`config.mk`:
```
export PLATFORM = sky130hd
export DESIGN_NAME = serial_pattern_matcher
export DESIGN_NICKNAME = d
export VERILOG_FILES = /design/src/rtl/serial_pattern_matcher.sv
export SDC_FILE = /design/constraint.sdc
export NUM_CORES = 1
export LEC_CHECK = 0
export BUFFER_PORTS_ARGS = -buffer_cell sky130_fd_sc_hd__buf_2
export CAP_MARGIN = 20
export CORE_UTILIZATION = 59
export CTS_CLUSTER_SIZE = 12
export DETAILED_ROUTE_END_ITERATION = 10
export HOLD_SLACK_MARGIN = 0.15
export PLACE_DENSITY = 0.89
export SYNTH_ARGS = -nofsm -noshare
export SYNTH_HDL_FRONTEND = slang
export SYNTH_SLANG_ARGS = --single-unit
```
`constraint.sdc`:
```
create_clock -name clk -period 5.3 [get_ports clk]
set_input_delay 1.06 -clock clk [delete_from_list [all_inputs] [get_ports clk]]
set_output_delay 1.06 -clock clk [all_outputs]
set_load 0.005 [all_outputs]
```
`src/rtl/serial_pattern_matcher.sv`:
```
`default_nettype none
// ============================================================================
// Module   : serial_pattern_matcher
// Brief    : Serial bit-stream matcher against a loadable 1..MAX_LEN bit pattern,
//            with Mealy/Moore output, overlap control and a saturating hit count.
// Revision : 1.0 - initial release
// ============================================================================
module serial_pattern_matcher #(
    parameter int                   MAX_LEN     = 8,
    parameter int                   LEN_W       = 4,
    parameter int                   CNT_W       = 4,
    parameter logic [MAX_LEN-1:0]   DEFAULT_PAT = 8'b0000_1101,
    parameter int                   DEFAULT_LEN = 4
) (
    input  logic               clk,
    input  logic               reset,
    input  logic               x,
    input  logic               x_valid,
    input  logic               load,
    input  logic [MAX_LEN-1:0] pattern_in,
    input  logic [LEN_W-1:0]   len_in,
    input  logic               mode,
    input  logic               overlap,
    output logic               match,
    output logic [CNT_W-1:0]   count
);

    localparam logic [CNT_W-1:0] c_cnt_max = '1;

    logic [MAX_LEN-1:0] r_pat;
    logic [LEN_W-1:0]   r_len;
    // Only MAX_LEN-1 past bits are kept: the newest bit always comes from x.
    logic [MAX_LEN-2:0] r_hist;
    logic [LEN_W-1:0]   r_fill;
    logic               r_match_q;
    logic [CNT_W-1:0]   r_count;

    logic [MAX_LEN-1:0] w_window;
    logic [MAX_LEN-1:0] w_mask;
    logic               w_fill_ok;
    logic               w_eq;
    logic               w_hit;
    logic [LEN_W-1:0]   w_len_clamped;

    assign w_window = {r_hist, x};

    always_comb begin
        w_mask = '0;
        for (int i = 0; i < MAX_LEN; i++) begin
            w_mask[i] = (i < int'(r_len));
        end
    end

    assign w_fill_ok = (int'(r_fill) + 1) >= int'(r_len);
    assign w_eq      = ((w_window ^ r_pat) & w_mask) == '0;
    assign w_hit     = x_valid & ~load & ~reset & w_fill_ok & w_eq;

    always_comb begin
        w_len_clamped = len_in;
        if (len_in == '0) begin
            w_len_clamped = LEN_W'(1);
        end else if (int'(len_in) > MAX_LEN) begin
            w_len_clamped = LEN_W'(MAX_LEN);
        end
    end

    always_ff @(posedge clk) begin
        if (reset) begin
            r_pat     <= DEFAULT_PAT;
            r_len     <= LEN_W'(DEFAULT_LEN);
            r_hist    <= '0;
            r_fill    <= '0;
            r_match_q <= 1'b0;
            r_count   <= '0;
        end else if (load) begin
            r_pat     <= pattern_in;
            r_len     <= w_len_clamped;
            r_hist    <= '0;
            r_fill    <= '0;
            r_match_q <= 1'b0;
            r_count   <= '0;
        end else begin
            r_match_q <= w_hit;
            if (w_hit && (r_count != c_cnt_max)) begin
                r_count <= r_count + CNT_W'(1);
            end
            if (x_valid) begin
                // Non-overlapping mode forgets the whole history on a hit.
                if (w_hit && !overlap) begin
                    r_hist <= '0;
                    r_fill <= '0;
                end else begin
                    r_hist <= w_window[MAX_LEN-2:0];
                    if (int'(r_fill) < MAX_LEN) begin
                        r_fill <= r_fill + LEN_W'(1);
                    end
                end
            end
        end
    end

    assign match = mode ? w_hit : r_match_q;
    assign count = r_count;

endmodule
`default_nettype wire

```
==> results.yml, run 1 <==
global_route:
  grt_pass1_wl_mm: 4.97
  grt_use_total_pct: 24.3
  overflow: 0
  grt_max_degree: 19
  grtUsageMet3_pct: 2.90
  busiest_layer: "met2"
  antenna_found_initial: 0
  grtUsageMet2_pct: 40.7
  grt_pass1_vias: 1162
  met1_usage_pct: 30.3
power_and_ir_drop:
  powerDensity_nw_per_um2: 235
  power_uw: 386
  power.leakage_uw: 0.000709
  vdd_drop_max_v: 0.000220
layout:
  syn_to_final_growth_pct: 8.98
  fin_nets: 216
  regArea_sq_um: 561
  multi_input_area_sq_um: 871
  fill_cells: 181
  stdcell_count: 218
  mostFrequentLayoutCell: "dfxtp_1"
  final_cell_mix: "dfxtp_1, buf_2, a21oi_1"
  drive_above_1_share_pct: 18.4
  n_antenna_cell: 0
clocking:
  cts_resized: 0
  post_cts_buffers: 0
  cts.sink_count: 28
  clk_path_buf_depth: 2
  cts_root_buf: "clkbuf_4"
  cts_made_buffers: 3
  clock_latency_ps: 340
  ctsHoldBuffers: 0
  cts_tree: "done"
  h-tree-depth: 1
  cts.clk_slew.worst_paths_ps: 160
critical_path:
  worstSetupStartpointType: "flop"
  r2r_slack_ps: 2730
  cp_num_buf_inv: 1
  cp-end-kind: "output port"
  cp_max_fo: 12
  critPathTopFamily: "compound AO/OA/AOI/OAI gates"
  r2r-start: "r_fill[0]"
  cp_cell_sequence: "ha_1 -> xor2_1 -> ha_1 -> nand2_1 -> o211ai_1 -> nand3_1 -> o31ai_1 -> buf_2"
  r2r_end: "count[2]"
  crit_required_ps: 4240
  crit_slowest_cell: "o211ai_1"
  worstSetupPathType: "reg2out"
  worst_ep_arrival_time_ps: 2810
  max_stage_delay_ps: 670
  crit_top_cell: "ha_1"
  rr_worst_depth: 7
flow_run:
  maxCapViolations: 0
drt:
  vias: 1312
  drt_wl_total_mm: 3.02
  viasPerCell: 6.02
  ant_nets: 0
  drt_first_iter_violations: 36
  wl_per_cell_um: 13.8
  drc: 0
  firstDrtPassIters: 4
min_path:
  min_to: "r_hist[6]"
  worstHoldStart: "r_hist[6]"
  hold_path.class: "reg2reg"
  min_path_cells: 2
timing:
  fmax_ghz: 0.259
  setup_viol: 0
  finalHoldViolCount: 0
  clock_skew_ps: 8.32
  max_slew_margin_pct: 45.4
  drv_slew: 0
  fin_setup_tns_ps: 0
  layout_min_cycle_time_ps: 3870
  worst_pin_slew_ps: 815
  grt_setup_unrepaired: "no"
  timing.final.crit_share_pct: 72.9
logic_synthesis:
  synth_flop_cell: "dfxtp_1"
  yosysWarnings: 0
  synth_edf_count: 0
  postSynthCellCount: 174
  synth-seq-cells: 28
  syn-cell-area_sq_um: 1510
  synth_cell_types: 39
  synth.avg_cell_area_sq_um: 8.65
  syn_nets: 199
  async_reset_ff_share_pct: 0
  yosysSeqAreaShare_pct: 37.2
floorplanning:
  dieHeight_um: 52.5
  start_util_pct: 65.5
  io_pins: 24
  fp.dieArea_sq_um: 2760
  chipWidth_um: 52.5
  rows: 17
  core_sq_um: 2300
placement:
  placedCellCount: 214
  io_buffers: 23
  gp_congestion: 0.809
  hpwl_mm: 2.26
run_status:
  status: "completed"
## worst reg2reg max path, cell delays in order (launching register included)
cell      delay, ps
dfxtp_1         390
ha_1            260
xor2_1          160
ha_1            280
nand2_1          60
o211ai_1        670
nand3_1         260
o311a_1         390
## where the power goes
part	switching, uW	internal [uW]	leakage (uW)
sequential	7.02	217	0.000228
combinational	30.0	23.5	0.000460
clock	65.8	42.2	0.0000210
## cells by family after synthesis
kind of cell	count (synthesis)	share of synthesized area, %
and+or+nand+nor	56	18.5
AOI/OAI and AO/OA	48	22.8
DFF	28	37.2
buffers and inverters	17	4.90
xor gates and xnor gates	12	6.98
muxes	7	4.66
adders and majority gates	6	4.99
## flip-flops by register name (all words and copies together), names as in the netlist
register	flops
r_pat	8
r_hist	7
count	4
r_fill	4
r_len	4
r_match_q	1
## cell usage after synthesis (all sizes together), types with 5 or more instances
cell / instances / area, sq um
xnor2: 7 / 61.3
xor2: 5 / 43.8
nor2: 13 / 48.8
ha: 6 / 75.1
nand2: 14 / 52.6
nor3: 5 / 25.0
dfxtp: 28 / 561
a31o: 7 / 61.3
nand2b: 8 / 50.1
clkbuf: 9 / 35.0
a21oi: 16 / 80.1
mux2i: 7 / 70.1
inv: 6 / 22.5
## layout make-up
class / instances / share of cell area (%)
Timing Repair Buffer: 23 / 7.02
Multi-Input combinational cell: 129 / 53.1
Inverter: 6 / 1.37
Tap cell: 28 / 2.14
Clock buffer: 4 / 2.21
Sequential cell: 28 / 34.2
## per-stage QoR
step,instance area [sq um],utilization (%),hold WS [ps],worst slack (ps)
6_report,1640,71.4,501,1430
5_1_grt,1640,71.4,543,1210
4_1_cts,1640,71.4,506,1480
3_5_place_dp,1600,69.8,485,1850
3_3_place_gp,1600,69.8,476,1890
2_1_floorplan,1510,-,462,2180
## metal layers
layer  wire length, um  share of wire, %  vias to the layer above
li1                  -                 -                      661
met1              1380                46                      608
met2              1460                48                       33
met3                94               3.1                       10
met4                85               2.8                        0
met5                 0                 0                        -
## worst max path at each step
stage | endpoint | from | slack, ps | depth (start not counted)
2_1_floorplan | match | x_valid | 2180 | 4
3_3_place_gp | match | x | 1890 | 7
3_5_place_dp | match | x | 1850 | 7
4_1_cts | match | r_fill[0] | 1480 | 8
5_1_grt | match | r_fill[0] | 1210 | 8
6_report | match | r_fill[0] | 1430 | 8
(Power assumes the default switching activity.)
==> run 2: changes to the inputs <==
--- a/config.mk
+++ b/config.mk
@@ -7,11 +7,11 @@
 export LEC_CHECK = 0
 export BUFFER_PORTS_ARGS = -buffer_cell sky130_fd_sc_hd__buf_2
 export CAP_MARGIN = 20
-export CORE_UTILIZATION = 59
+export CORE_UTILIZATION = 55
 export CTS_CLUSTER_SIZE = 12
 export DETAILED_ROUTE_END_ITERATION = 10
 export HOLD_SLACK_MARGIN = 0.15
-export PLACE_DENSITY = 0.89
+export PLACE_DENSITY = 0.84
 export SYNTH_ARGS = -nofsm -noshare
 export SYNTH_HDL_FRONTEND = slang
 export SYNTH_SLANG_ARGS = --single-unit
==> constraint.sdc (replaced) <==
create_clock -name clk -period 4.03 [get_ports clk]
set_input_delay 0.806 -clock clk [delete_from_list [all_inputs] [get_ports clk]]
set_output_delay 0.806 -clock clk [all_outputs]
set_load 0.005 [all_outputs]
==> results.yml, run 2 (synthesized netlist as in run 1, its figures left out) <==
layout:
  stdcell_count: 221
  reg_top3: "r_pat: 8 flops, r_hist: 7 flops"
  final_util_pct: 66.1
  fin_nets: 217
  regArea_sq_um: 561
  fill_cells: 218
  mostFrequentLayoutCell: "dfxtp_1"
  n_antenna_cell: 0
  drive_above_1_share_pct: 18.8
  syn_to_final_growth_pct: 10.7
  largest_register: "r_pat"
  largest_reg_flops: 8
  multi_input_area_sq_um: 871
  final_cell_mix: "dfxtp_1, buf_2, a21oi_1"
min_path:
  min_path_cells: 2
  min_to: "r_hist[6]"
  hold_path.class: "reg2reg"
  worstHoldStart: "r_hist[6]"
floorplanning:
  io_pins: 24
  chipWidth_um: 54.3
  start_util_pct: 59.7
  core_sq_um: 2520
  dieHeight_um: 54.3
  rows: 18
  fp.dieArea_sq_um: 2950
global_route:
  grt_pass1_vias: 1232
  grt_max_degree: 19
  antenna_found_initial: 0
  overflow: 0
  grt_pass1_wl_mm: 5.22
  grt_use_total_pct: 24.6
drt:
  wl_per_cell_um: 14.4
  vias: 1332
  ant_nets: 0
  firstDrtPassIters: 4
  drc: 0
  viasPerCell: 6.03
  drt_wl_total_mm: 3.18
  drt_first_iter_violations: 20
timing:
  finalHoldViolCount: 0
  grt_setup_unrepaired: "no"
  drv_slew: 0
  clock_skew_ps: 6.16
  fin_setup_tns_ps: 0
  worst_pin_slew_ps: 668
  setup_viol: 0
  setup_ws_ps: 698
  layout_min_cycle_time_ps: 3330
  max_slew_margin_pct: 54.8
  timing.final.crit_share_pct: 82.7
  fmax_ghz: 0.300
run_status:
  status: "completed"
critical_path:
  r2r_slack_ps: 1780
  worstSetupStartpointType: "flop"
  rr_worst_depth: 7
  cp-end-kind: "output port"
  worstSetupPathType: "reg2out"
  cp_max_fo: 12
  r2r-start: "r_fill[0]"
  worst_ep_arrival_time_ps: 2530
  crit_required_ps: 3220
  r2r_end: "r_fill[3]"
clocking:
  cts_root_buf: "clkbuf_4"
  post_cts_buffers: 0
  cts.clk_slew.worst_paths_ps: 140
  cts.sink_count: 28
  clock_latency_ps: 330
  cts_made_buffers: 3
  cts_resized: 0
  ctsHoldBuffers: 0
  h-tree-depth: 1
  clk_path_buf_depth: 2
  cts_tree: "done"
placement:
  place_ws_ps: 945
  gp_congestion: 0.852
  placedCellCount: 217
  io_buffers: 23
  hpwl_mm: 2.45
power_and_ir_drop:
  power_uw: 553
  vdd_drop_max_v: 0.000226
  p_comb_share_pct: 13.5
  power.switching_uw: 135
  power.leakage_uw: 0.000721
  powerDensity_nw_per_um2: 332
  seqPwrFrac_pct: 53.3
  power_switching_share_pct: 24.4
  p_int_uw: 418
  clkPwrFrac_pct: 33.2
flow_run:
  maxCapViolations: 0
-- run 2: stage by stage --
step | hold WS (ps) | instance area (sq um)
2_1_floorplan | 462 | 1510
3_3_place_gp | 479 | 1610
3_5_place_dp | 482 | 1610
4_1_cts | 502 | 1670
5_1_grt | 534 | 1670
6_report | 496 | 1670
-- run 2: routing by layer --
| metal | global-route usage, % | wire (um) | vias up |
|---|---|---|---|
| met1 | 27.4 | 1400 | 637 |
| met3 | 4.72 | 92 | 9 |
| met2 | 45.1 | 1630 | 28 |
| met5 | 0 | 0 | - |
| met4 | 10.3 | 57 | 0 |
| li1 | - | - | 658 |
-- run 2: area by class of cell --
type / instances / share of cell area (%)
Clock buffer: 3 / 1.35
Multi-Input combinational cell: 129 / 52.3
Inverter: 6 / 1.35
Sequential cell: 28 / 33.6
Tap cell: 30 / 2.25
Timing Repair Buffer: 24 / 7.36
Clock inverter: 1 / 1.80
-- run 2: how the worst max path moves through the flow --
stage,slack (ps),from,to
after floorplan,1420,x_valid,match
after global placement,1130,x,match
after detailed placement,940,x,match
after CTS,690,r_len[3],match
after global routing,520,r_len[3],match
final,700,r_len[3],match
-- run 2: power by group through the flow --
| stage | Sequential, uW | Clock, uW | Combinational (uW) |
|---|---|---|---|
| after floorplan | 297 | 0 | 55.9 |
| after global placement | 300 | 0 | 69.7 |
| after detailed placement | 301 | 0 | 73.9 |
| after CTS | 295 | 188 | 74.6 |
| after global routing | 296 | 196 | 83.8 |
| final | 295 | 184 | 74.9 |
-- run 2: worst max-delay path: stages (launching register included) --
cell,delay [ps]
dfxtp_1,400
or3_1,390
a222oi_1,330
o211a_1,430
nand3_1,210
o31ai_1,270
buf_2,160
